--- src/rtl/ps2_pkg.sv ---
// rtl/ps2_pkg.sv - shared constants and frame state encoding for the PS/2 receiver
package ps2_pkg;

    localparam logic [7:0] PS2_BREAK = 8'hF0;
    localparam logic [7:0] PS2_EXT   = 8'hE0;

    // bit3=w, bit2=s, bit1=d, bit0=a
    localparam logic [31:0] DEFAULT_KEY_CODES = 32'h1D1B231C;

    typedef enum logic [1:0] {
        IDLE   = 2'd0,
        DATA   = 2'd1,
        PARITY = 2'd2,
        STOP   = 2'd3
    } frame_state_e;

endpackage

--- src/rtl/ps2_rx_frame.sv ---
// rtl/ps2_rx_frame.sv - PS/2 line synchroniser, clock glitch filter and frame FSM with timeout
module ps2_rx_frame
    import ps2_pkg::*;
#(
    parameter int SYNC_STAGES    = 2,
    parameter int FILTER_LEN     = 4,
    parameter int TIMEOUT_CYCLES = 100000
) (
    input  logic       clk_i,
    input  logic       rst_i,
    input  logic       ps2_clk_i,
    input  logic       ps2_data_i,
    output logic       frame_valid_o,
    output logic [7:0] frame_data_o,
    output logic       parity_err_o,
    output logic       frame_err_o
);

    localparam int FW = $clog2(FILTER_LEN + 1);
    localparam int TW = (TIMEOUT_CYCLES > 1) ? $clog2(TIMEOUT_CYCLES) : 1;

    logic [SYNC_STAGES-1:0] clk_sync_q;
    logic [SYNC_STAGES-1:0] dat_sync_q;
    logic [FW-1:0]          flt_cnt_q;
    logic                   flt_clk_q;
    logic                   clk_s;
    logic                   dat_s;
    logic                   fall;

    frame_state_e           state_q;
    logic [2:0]             bit_cnt_q;
    logic [7:0]             shift_q;
    logic                   parity_q;
    logic [TW-1:0]          tmo_q;

    assign clk_s = clk_sync_q[SYNC_STAGES-1];
    assign dat_s = dat_sync_q[SYNC_STAGES-1];

    // The filtered clock is about to drop this cycle: the sample data is taken now.
    assign fall = flt_clk_q && !clk_s && (flt_cnt_q == FW'(FILTER_LEN - 1));

    // Bring both lines into the clk domain; idle level of the bus is high.
    always_ff @(posedge clk_i) begin
        if (rst_i) begin
            clk_sync_q <= '1;
            dat_sync_q <= '1;
        end else begin
            clk_sync_q <= {clk_sync_q[SYNC_STAGES-2:0], ps2_clk_i};
            dat_sync_q <= {dat_sync_q[SYNC_STAGES-2:0], ps2_data_i};
        end
    end

    // Filtered clock follows the synchronised clock only after FILTER_LEN matching samples.
    always_ff @(posedge clk_i) begin
        if (rst_i) begin
            flt_clk_q <= 1'b1;
            flt_cnt_q <= '0;
        end else if (clk_s != flt_clk_q) begin
            if (flt_cnt_q == FW'(FILTER_LEN - 1)) begin
                flt_clk_q <= clk_s;
                flt_cnt_q <= '0;
            end else begin
                flt_cnt_q <= flt_cnt_q + FW'(1);
            end
        end else begin
            flt_cnt_q <= '0;
        end
    end

    // Frame FSM: start, 8 data bits LSB first, odd parity, stop; aborts on a stalled clock.
    always_ff @(posedge clk_i) begin
        if (rst_i) begin
            state_q       <= IDLE;
            bit_cnt_q     <= '0;
            shift_q       <= '0;
            parity_q      <= 1'b0;
            tmo_q         <= '0;
            frame_valid_o <= 1'b0;
            frame_data_o  <= '0;
            parity_err_o  <= 1'b0;
            frame_err_o   <= 1'b0;
        end else begin
            frame_valid_o <= 1'b0;
            parity_err_o  <= 1'b0;
            frame_err_o   <= 1'b0;
            if (fall) begin
                tmo_q <= '0;
                case (state_q)
                    IDLE: begin
                        if (!dat_s) begin
                            state_q   <= DATA;
                            bit_cnt_q <= '0;
                        end
                    end
                    DATA: begin
                        shift_q   <= {dat_s, shift_q[7:1]};
                        bit_cnt_q <= bit_cnt_q + 3'd1;
                        if (bit_cnt_q == 3'd7) begin
                            state_q <= PARITY;
                        end
                    end
                    PARITY: begin
                        parity_q <= dat_s;
                        state_q  <= STOP;
                    end
                    STOP: begin
                        state_q <= IDLE;
                        if (!dat_s) begin
                            frame_err_o <= 1'b1;
                        end else if (^{shift_q, parity_q} != 1'b1) begin
                            parity_err_o <= 1'b1;
                        end else begin
                            frame_valid_o <= 1'b1;
                            frame_data_o  <= shift_q;
                        end
                    end
                    default: state_q <= IDLE;
                endcase
            end else if (state_q != IDLE) begin
                if (tmo_q == TW'(TIMEOUT_CYCLES - 1)) begin
                    state_q     <= IDLE;
                    tmo_q       <= '0;
                    frame_err_o <= 1'b1;
                end else begin
                    tmo_q <= tmo_q + TW'(1);
                end
            end else begin
                tmo_q <= '0;
            end
        end
    end

endmodule

--- src/rtl/ps2_keymap_rx.sv ---
// rtl/ps2_keymap_rx.sv - PS/2 keyboard receiver with make/break/extended decode into per-key state
module ps2_keymap_rx
    import ps2_pkg::*;
#(
    parameter int                      NUM_KEYS       = 4,
    parameter logic [NUM_KEYS*8-1:0]   KEY_CODES      = DEFAULT_KEY_CODES,
    parameter int                      SYNC_STAGES    = 2,
    parameter int                      FILTER_LEN     = 4,
    parameter int                      TIMEOUT_CYCLES = 100000
) (
    input  logic                clk,
    input  logic                rst,
    input  logic                PS2_CLK,
    input  logic                PS2_DATA,
    output logic [NUM_KEYS-1:0] key_held,
    output logic [NUM_KEYS-1:0] key_press,
    output logic                frame_valid,
    output logic [7:0]          frame_data,
    output logic                parity_err,
    output logic                frame_err
);

    logic                brk_q;
    logic                ext_q;
    logic [NUM_KEYS-1:0] key_held_q;
    logic [NUM_KEYS-1:0] key_press_q;

    ps2_rx_frame #(
        .SYNC_STAGES    (SYNC_STAGES),
        .FILTER_LEN     (FILTER_LEN),
        .TIMEOUT_CYCLES (TIMEOUT_CYCLES)
    ) u_frame (
        .clk_i         (clk),
        .rst_i         (rst),
        .ps2_clk_i     (PS2_CLK),
        .ps2_data_i    (PS2_DATA),
        .frame_valid_o (frame_valid),
        .frame_data_o  (frame_data),
        .parity_err_o  (parity_err),
        .frame_err_o   (frame_err)
    );

    assign key_held  = key_held_q;
    assign key_press = key_press_q;

    // Prefix tracking and key table update; any errored frame drops pending prefixes.
    always_ff @(posedge clk) begin
        if (rst) begin
            brk_q       <= 1'b0;
            ext_q       <= 1'b0;
            key_held_q  <= '0;
            key_press_q <= '0;
        end else begin
            key_press_q <= '0;
            if (parity_err || frame_err) begin
                brk_q <= 1'b0;
                ext_q <= 1'b0;
            end else if (frame_valid) begin
                if (frame_data == PS2_BREAK) begin
                    brk_q <= 1'b1;
                end else if (frame_data == PS2_EXT) begin
                    ext_q <= 1'b1;
                end else begin
                    brk_q <= 1'b0;
                    ext_q <= 1'b0;
                    if (!ext_q) begin
                        for (int i = 0; i < NUM_KEYS; i++) begin
                            if (frame_data == KEY_CODES[i*8 +: 8]) begin
                                if (brk_q) begin
                                    key_held_q[i] <= 1'b0;
                                end else if (!key_held_q[i]) begin
                                    key_held_q[i]  <= 1'b1;
                                    key_press_q[i] <= 1'b1;
                                end
                            end
                        end
                    end
                end
            end
        end
    end

endmodule

--- config.mk ---
export PLATFORM = sky130hd
export DESIGN_NAME = ps2_keymap_rx
export DESIGN_NICKNAME = d
export VERILOG_FILES = /design/src/rtl/ps2_pkg.sv /design/src/rtl/ps2_rx_frame.sv /design/src/rtl/ps2_keymap_rx.sv
export SDC_FILE = /design/constraint.sdc
export NUM_CORES = 1
export LEC_CHECK = 0
export BUFFER_PORTS_ARGS = -buffer_cell sky130_fd_sc_hd__buf_2
export CORE_MARGIN = 3
export CORE_UTILIZATION = 58
export DETAILED_ROUTE_END_ITERATION = 16
export GPL_TIMING_DRIVEN = 0
export PLACE_DENSITY = 0.78
export SYNTH_ARGS = -nofsm -noshare
export SYNTH_HDL_FRONTEND = slang
export SYNTH_SLANG_ARGS = --single-unit
--- constraint.sdc ---
create_clock -name clk -period 2.3 [get_ports clk]
set_clock_uncertainty 0.05 [all_clocks]
set_input_delay 0.23 -clock clk [delete_from_list [all_inputs] [get_ports clk]]
set_output_delay 0.23 -clock clk [all_outputs]
set_load 0.005 [all_outputs]
-- After elaboration in Yosys (flattened, before gate mapping)
Cells that the tools add are included.
- register bits: 60
- input bits: 4
- output and inout port bits: 19
- logic and storage cells: 110
- $add $sub $neg: 3
- equality and inequality tests: 17
- muxes and demuxes: 23
- bitwise operators: 14
- reduce and logical (&&, ||, !) cells: 30
- operators by type and width (operator ; number):
    $reduce_or A8 Y1 ; 4
    $eq A8 B5 Y1 const B ; 3
    $reduce_and A6 Y1 ; 4
    $add A17 B1 Y17 const B ; 1
    $eq A17 B17 Y1 const B ; 1
    $eq A8 B8 Y1 const B ; 2
    $mux W1 ; 15
    $not A1 Y1 ; 14
    $mux W2 ; 5
    $reduce_and A2 Y1 ; 5
    $reduce_xor A9 Y1 ; 1
    $eq A8 B6 Y1 const B ; 1
    $pmux W2 S4 ; 1
    $reduce_and A4 Y1 ; 2
    $reduce_bool A2 Y1 ; 4
    $reduce_or A4 Y1 ; 2
    $add A3 B1 Y3 const B ; 2
    $ne A3 B3 Y1 const B ; 2
    $pmux W3 S2 ; 1
    $eq A2 B2 Y1 const B ; 2
    $ne A2 B2 Y1 const B ; 2
    $eq A3 B2 Y1 const B ; 1
    $eq A3 B3 Y1 const B ; 1
    $mux W3 ; 1
    9 further kinds ; 10

-- Logic depth before layout (Yosys ltp)
- depth in word-level cells: 5
- gate-level depth with buffers: 8
- gate-level depth less buffers: 7

-- Cells and area by module
Synthesis repeated with hierarchy kept, for this count alone.
- cell total of the unflattened synthesis: 287
- area, all modules: 2600.0 µm²
- modules (own cells, without submodules) (module ; times used ; cells an instance ; area each (µm²) ; sequential area each (µm²)):
    ps2_rx_frame ; 1 ; 240 ; 2142.1 ; 1001.0
    ps2_keymap_rx ; 1 ; 47 ; 457.9 ; 200.2

-- Worst setup path after synthesis
OpenSTA, ideal clock, no wires.
- path type: register to register
- from: reg u_frame.flt_cnt_q[0]
- to: reg u_frame.tmo_q[10]
- library setup time: 128 ps
- arrival time: 1657 ps
- data required time: 2122 ps
- slack: 466 ps
- stages on the path, launching flop included: 9
- path buffers: 2
- period minus slack after synthesis: 1834 ps
- path through: dfxtp_1 -> ha_1 -> ha_1 -> and2_1 -> clkbuf_1 -> nor3_1 -> nand2_1 -> clkbuf_1 -> nor2_1
- cells in the longest elaborated chain, start to end: 3
- ends and longest elaborated chain (element ; line ; text):
    from (decl) ; ps2_rx_frame.sv:24 ; logic [FW-1:0] flt_cnt_q;
    from (signal assigned) ; ps2_rx_frame.sv:63 ; flt_cnt_q <= flt_cnt_q + FW'(1);
    $eq A3 B2 Y1 ; ps2_rx_frame.sv:40 ; assign fall = flt_clk_q && !clk_s && (flt_cnt_q == FW'(FILTER_LEN - 1));
    $logic_and A1 B1 Y1 ; ps2_rx_frame.sv:40 ;
    $reduce_or A4 Y1 (no source line) ; n/a ;
    to (signal assigned) ; ps2_rx_frame.sv:125 ; tmo_q <= tmo_q + TW'(1);
    to (decl) ; ps2_rx_frame.sv:34 ; logic [TW-1:0] tmo_q;
Every way passes these cells.
A chain may end at the register's enable or synchronous reset.

-- Final worst setup path
- from: reg u_frame.flt_cnt_q[0]
- to: reg u_frame.tmo_q[12]
The elaborated chain is that of the path after synthesis.

==> flow_summary.toml <==
[power_and_ir_drop]
sw_frac_of_total_pct = 21.29
clock_power_share_pct = 45.9
leakage_nw = 1.181
ir_drop_mv = 0.5085
pwr_density_cell_nw_per_um2 = 678.5
pwr-share-seq_pct = 52.5
p_int_mw = 1.572
power.combinational.fraction_pct = 1.6
totalPowerFinal_mw = 1.997
switching_power_mw = 0.4250

[cts]
cts.reportedPaths.clkPinSlew_ns = 0.07
tritoncts_clock_tree = "built"
clock-root-buffer = "clkbuf_8"
ctsHtreeMaxLevel = 3
worstSkewPairLatency_ns = 0.34
tritoncts.num_buffers = 9
cts_hold_buffers = 0
cts-root-to-sink-buffers = 2
tritoncts_num_sinks = 60
cts_setup_buffers = 0

[setup_path]
crit_path_max_fanout = 10
critical_path.n_buffers_inverters = 1
reg_to_reg_end = "u_frame.tmo_q[12]$_SDFF_PP0_"
r2r-start = "u_frame.flt_cnt_q[0]$_SDFF_PP0_"
critical_path.top_delay_family = "simple AND/OR/NAND/NOR gates"
worst-endpoint-arrival_ns = 2.13
setup.worst_path.start = "u_frame.flt_cnt_q[0]$_SDFF_PP0_"
crit_path_top_delay_cell = "and2_1"
rr_worst_depth = 7
crit_path_frequent_cell = "ha_1"
path_class = "reg2reg"
crit_path_cell_trace = "ha_1 > ha_1 > and2_1 > nor3_2 > nand2_1 > clkbuf_2 > nor2_1"
critPathLaunchType = "register"
critical_path.max_stage_delay_ns = 0.42
rrSetupSlack_ns = 0.34
crit_path_end_kind = "register"
worstPathRequired_ns = 2.47

[yosys]
ys_ff_latch = 60
synth_area_per_cell_um2 = 9.214
netlist_top_cells_area = "dfxtp_1, mux2i_1, nor2_1"
synth_nets = 295
synth.yosys.seq_area_share_pct = 46.56
syn_inst = 280
yosysWarnings = 0
synth.distinct_cells = 35
synth.largest_area_cell = "dfxtp_1"
netlist.area_leader.share_pct = 46.56
synthesis.area_um2 = 2580

[placed_design]
placement.cell_area_um2 = 2748
portBuffers = 21
dpl.cell_count = 351
place.gp.congestion = 0.7893
dp_worst_setup_slack_ns = 0.06391
hpwlAfterDp_um = 3342

[timing]
worstMarginPinSlew_ns = 0.5017
final.period_utilization_pct = 85.25
final_hold_viol_count = 0
setup_total_negative_slack_ns = 0
final-max-slew-violation-count = 0
timing.final.ws_setup_ns = 0.3392
setup_viol = 0
worst_slew_margin_rel_pct = 66.30
rsz0062_at_grt = "false"
min_period_ns = 1.961
fmax_mhz = 510.0
hold-worst-slack_ns = 0.01873

[final_layout]
stdcell_count = 365
antenna_cells = 0
utilization_after_layout_pct = 71.01
area_growth_pct = 14.06
postLayoutCellArea_um2 = 2943
drive_above_1_share_pct = 14.92
mostFrequentLayoutCell = "dfxtp_1"
final_cell_mix = "dfxtp_1, nor2_1, nand2_1"
fill_cells = 331
final_nets = 326

[detailed_routing]
route.detailed.wl_per_inst_um = 13.13
dr.first_iter.drc_count = 89
num_vias = 1962
final_antenna_net_count = 0
detail_route.first_pass.iterations = 4
avgViaCountPerCell = 5.375
wl_um = 4791
post-route-drc-count = 0

[die]
std_cell_rows = 23
boundaryPins = 23
dieArea_um2 = 5285
start_util_pct = 62.26
fp.dieW_um = 72.70
fp.coreArea_um2 = 4144
die_height_um = 72.70

[hold_path]
min_path_cells = 2
min-delay-path-class = "in2reg"
hold_path_end = "u_frame.dat_sync_q[0]$_SDFF_PP1_"
holdCritStartpoint = "PS2_DATA"

[global_routing]
pin_count_of_the_biggest_net_entering_global_routing = 11
grt-ovfl-total = 0
antenna_found_initial = 0
grt_use_total_pct = 20.35
number_of_global_route_vias_before_repair = 1917
grt_pass1_wl_um = 8362

[job]
max_cap_violations = 0

[status]
run_status = "finished, final reports clean"
## worst register-to-register path: cells and delay by family, from the launching register on
family        cells  cell delay [ns]
simple gates      4             0.80
fa+ha+maj         2             0.40
flops             1             0.33
buf+inv           1             0.28
## logic make-up (layout without fill, tap and decap cells)
family | Yosys count | count (layout) | synth area share (%)
flops | 60 | 60 | 46.56
simple gates | 130 | 130 | 25.90
buf+inv | 19 | 54 | 3.055
fa+ha+maj | 11 | 11 | 5.335
mux | 18 | 18 | 6.983
compound gates | 20 | 20 | 4.171
xor+xnor | 22 | 22 | 8.002
## power groups by stage
stage	Clock, mW	Combinational, mW	Sequential [mW]
after global routing	0.966	0.0369	1.05
final	0.917	0.0315	1.05
after CTS	0.927	0.0319	1.05
after detailed placement	0	0.0316	1.07
after floorplan	0	0.0204	1.07
after global placement	0	0.0315	1.07
## layout make-up
type                            count  area [um2]  area share (%)
Sequential cell                    60        1201           40.82
Tap cell                           50       62.56           2.126
Buffer                              7       35.03           1.190
Inverter                           11       41.29           1.403
Clock buffer                       10       137.6           4.677
Timing Repair Buffer               21       105.1           3.571
Multi-Input combinational cell    201        1308           44.43
Clock inverter                      5       52.55           1.786
## repair_timing
item                                   4_1_cts  5_1_grt
endpoints found under the hold margin        0        0
gates resized for setup                      0        4
setup endpoints to repair                    0       16
## sequential cells by signal (all words and copies together), names as in the netlist
name / cells
u_frame.shift_q: 8
u_frame.frame_err_o: 1
u_frame.frame_data_o: 8
u_frame.dat_sync_q: 2
u_frame.parity_q: 1
u_frame.frame_valid_o: 1
u_frame.flt_cnt_q: 3
key_held: 4
u_frame.clk_sync_q: 2
ext_q: 1
u_frame.parity_err_o: 1
brk_q: 1
u_frame.flt_clk_q: 1
u_frame.bit_cnt_q: 3
u_frame.tmo_q: 17
key_press: 4
u_frame.state_q: 2
## synthesized netlist by cell type
cell type  count
clkbuf_1       7
nor2b_4        1
nand2_1       28
and3b_1        2
nor3_1         4
nor4b_1        4
o211ai_1       1
nand3_2        1
clkinv_1       1
xor2_1        10
or3_1          4
nand4b_1       2
nor2b_1        4
nor4bb_1       2
dfxtp_1       60
and3_1         3
o21ai_0        5
a21oi_1       12
nand2b_1       2
ha_1          11
or2_1          1
xnor3_1        1
or2_2          5
nor4_1         5
o41ai_1        1
xnor2_1       11
and4_1         2
inv_1         10
nand3_1       13
buf_6          1
nor2_1        39
a31oi_1        1
mux2i_1       18
nand4_1        6
and2_1         2
## worst max-delay path by stage
| stage | to | slack (ns) | depth (start not counted) |
|---|---|---|---|
| after floorplan | u_frame.tmo_q[10]$_SDFF_PP0_ | 0.47 | 8 |
| final | u_frame.tmo_q[12]$_SDFF_PP0_ | 0.34 | 7 |
| after detailed placement | u_frame.tmo_q[13]$_SDFF_PP0_ | 0.06 | 8 |
| after global placement | u_frame.tmo_q[14]$_SDFF_PP0_ | 0.09 | 8 |
| after global routing | u_frame.tmo_q[12]$_SDFF_PP0_ | 0.13 | 7 |
| after CTS | u_frame.tmo_q[12]$_SDFF_PP0_ | 0.02 | 8 |
## metal layers
metal / track usage, % / vias to the layer above / share of wire [%] / wire, um
met5: 0 / - / 0 / 0
met2: 33.37 / 48 / 46 / 2214
li1: - / 1013 / - / -
met4: 9.836 / 0 / 2.2 / 106
met1: 25.22 / 891 / 48 / 2282
met3: 4.545 / 10 / 3.9 / 189
Note: power is estimated with default switching activity, not from simulation.
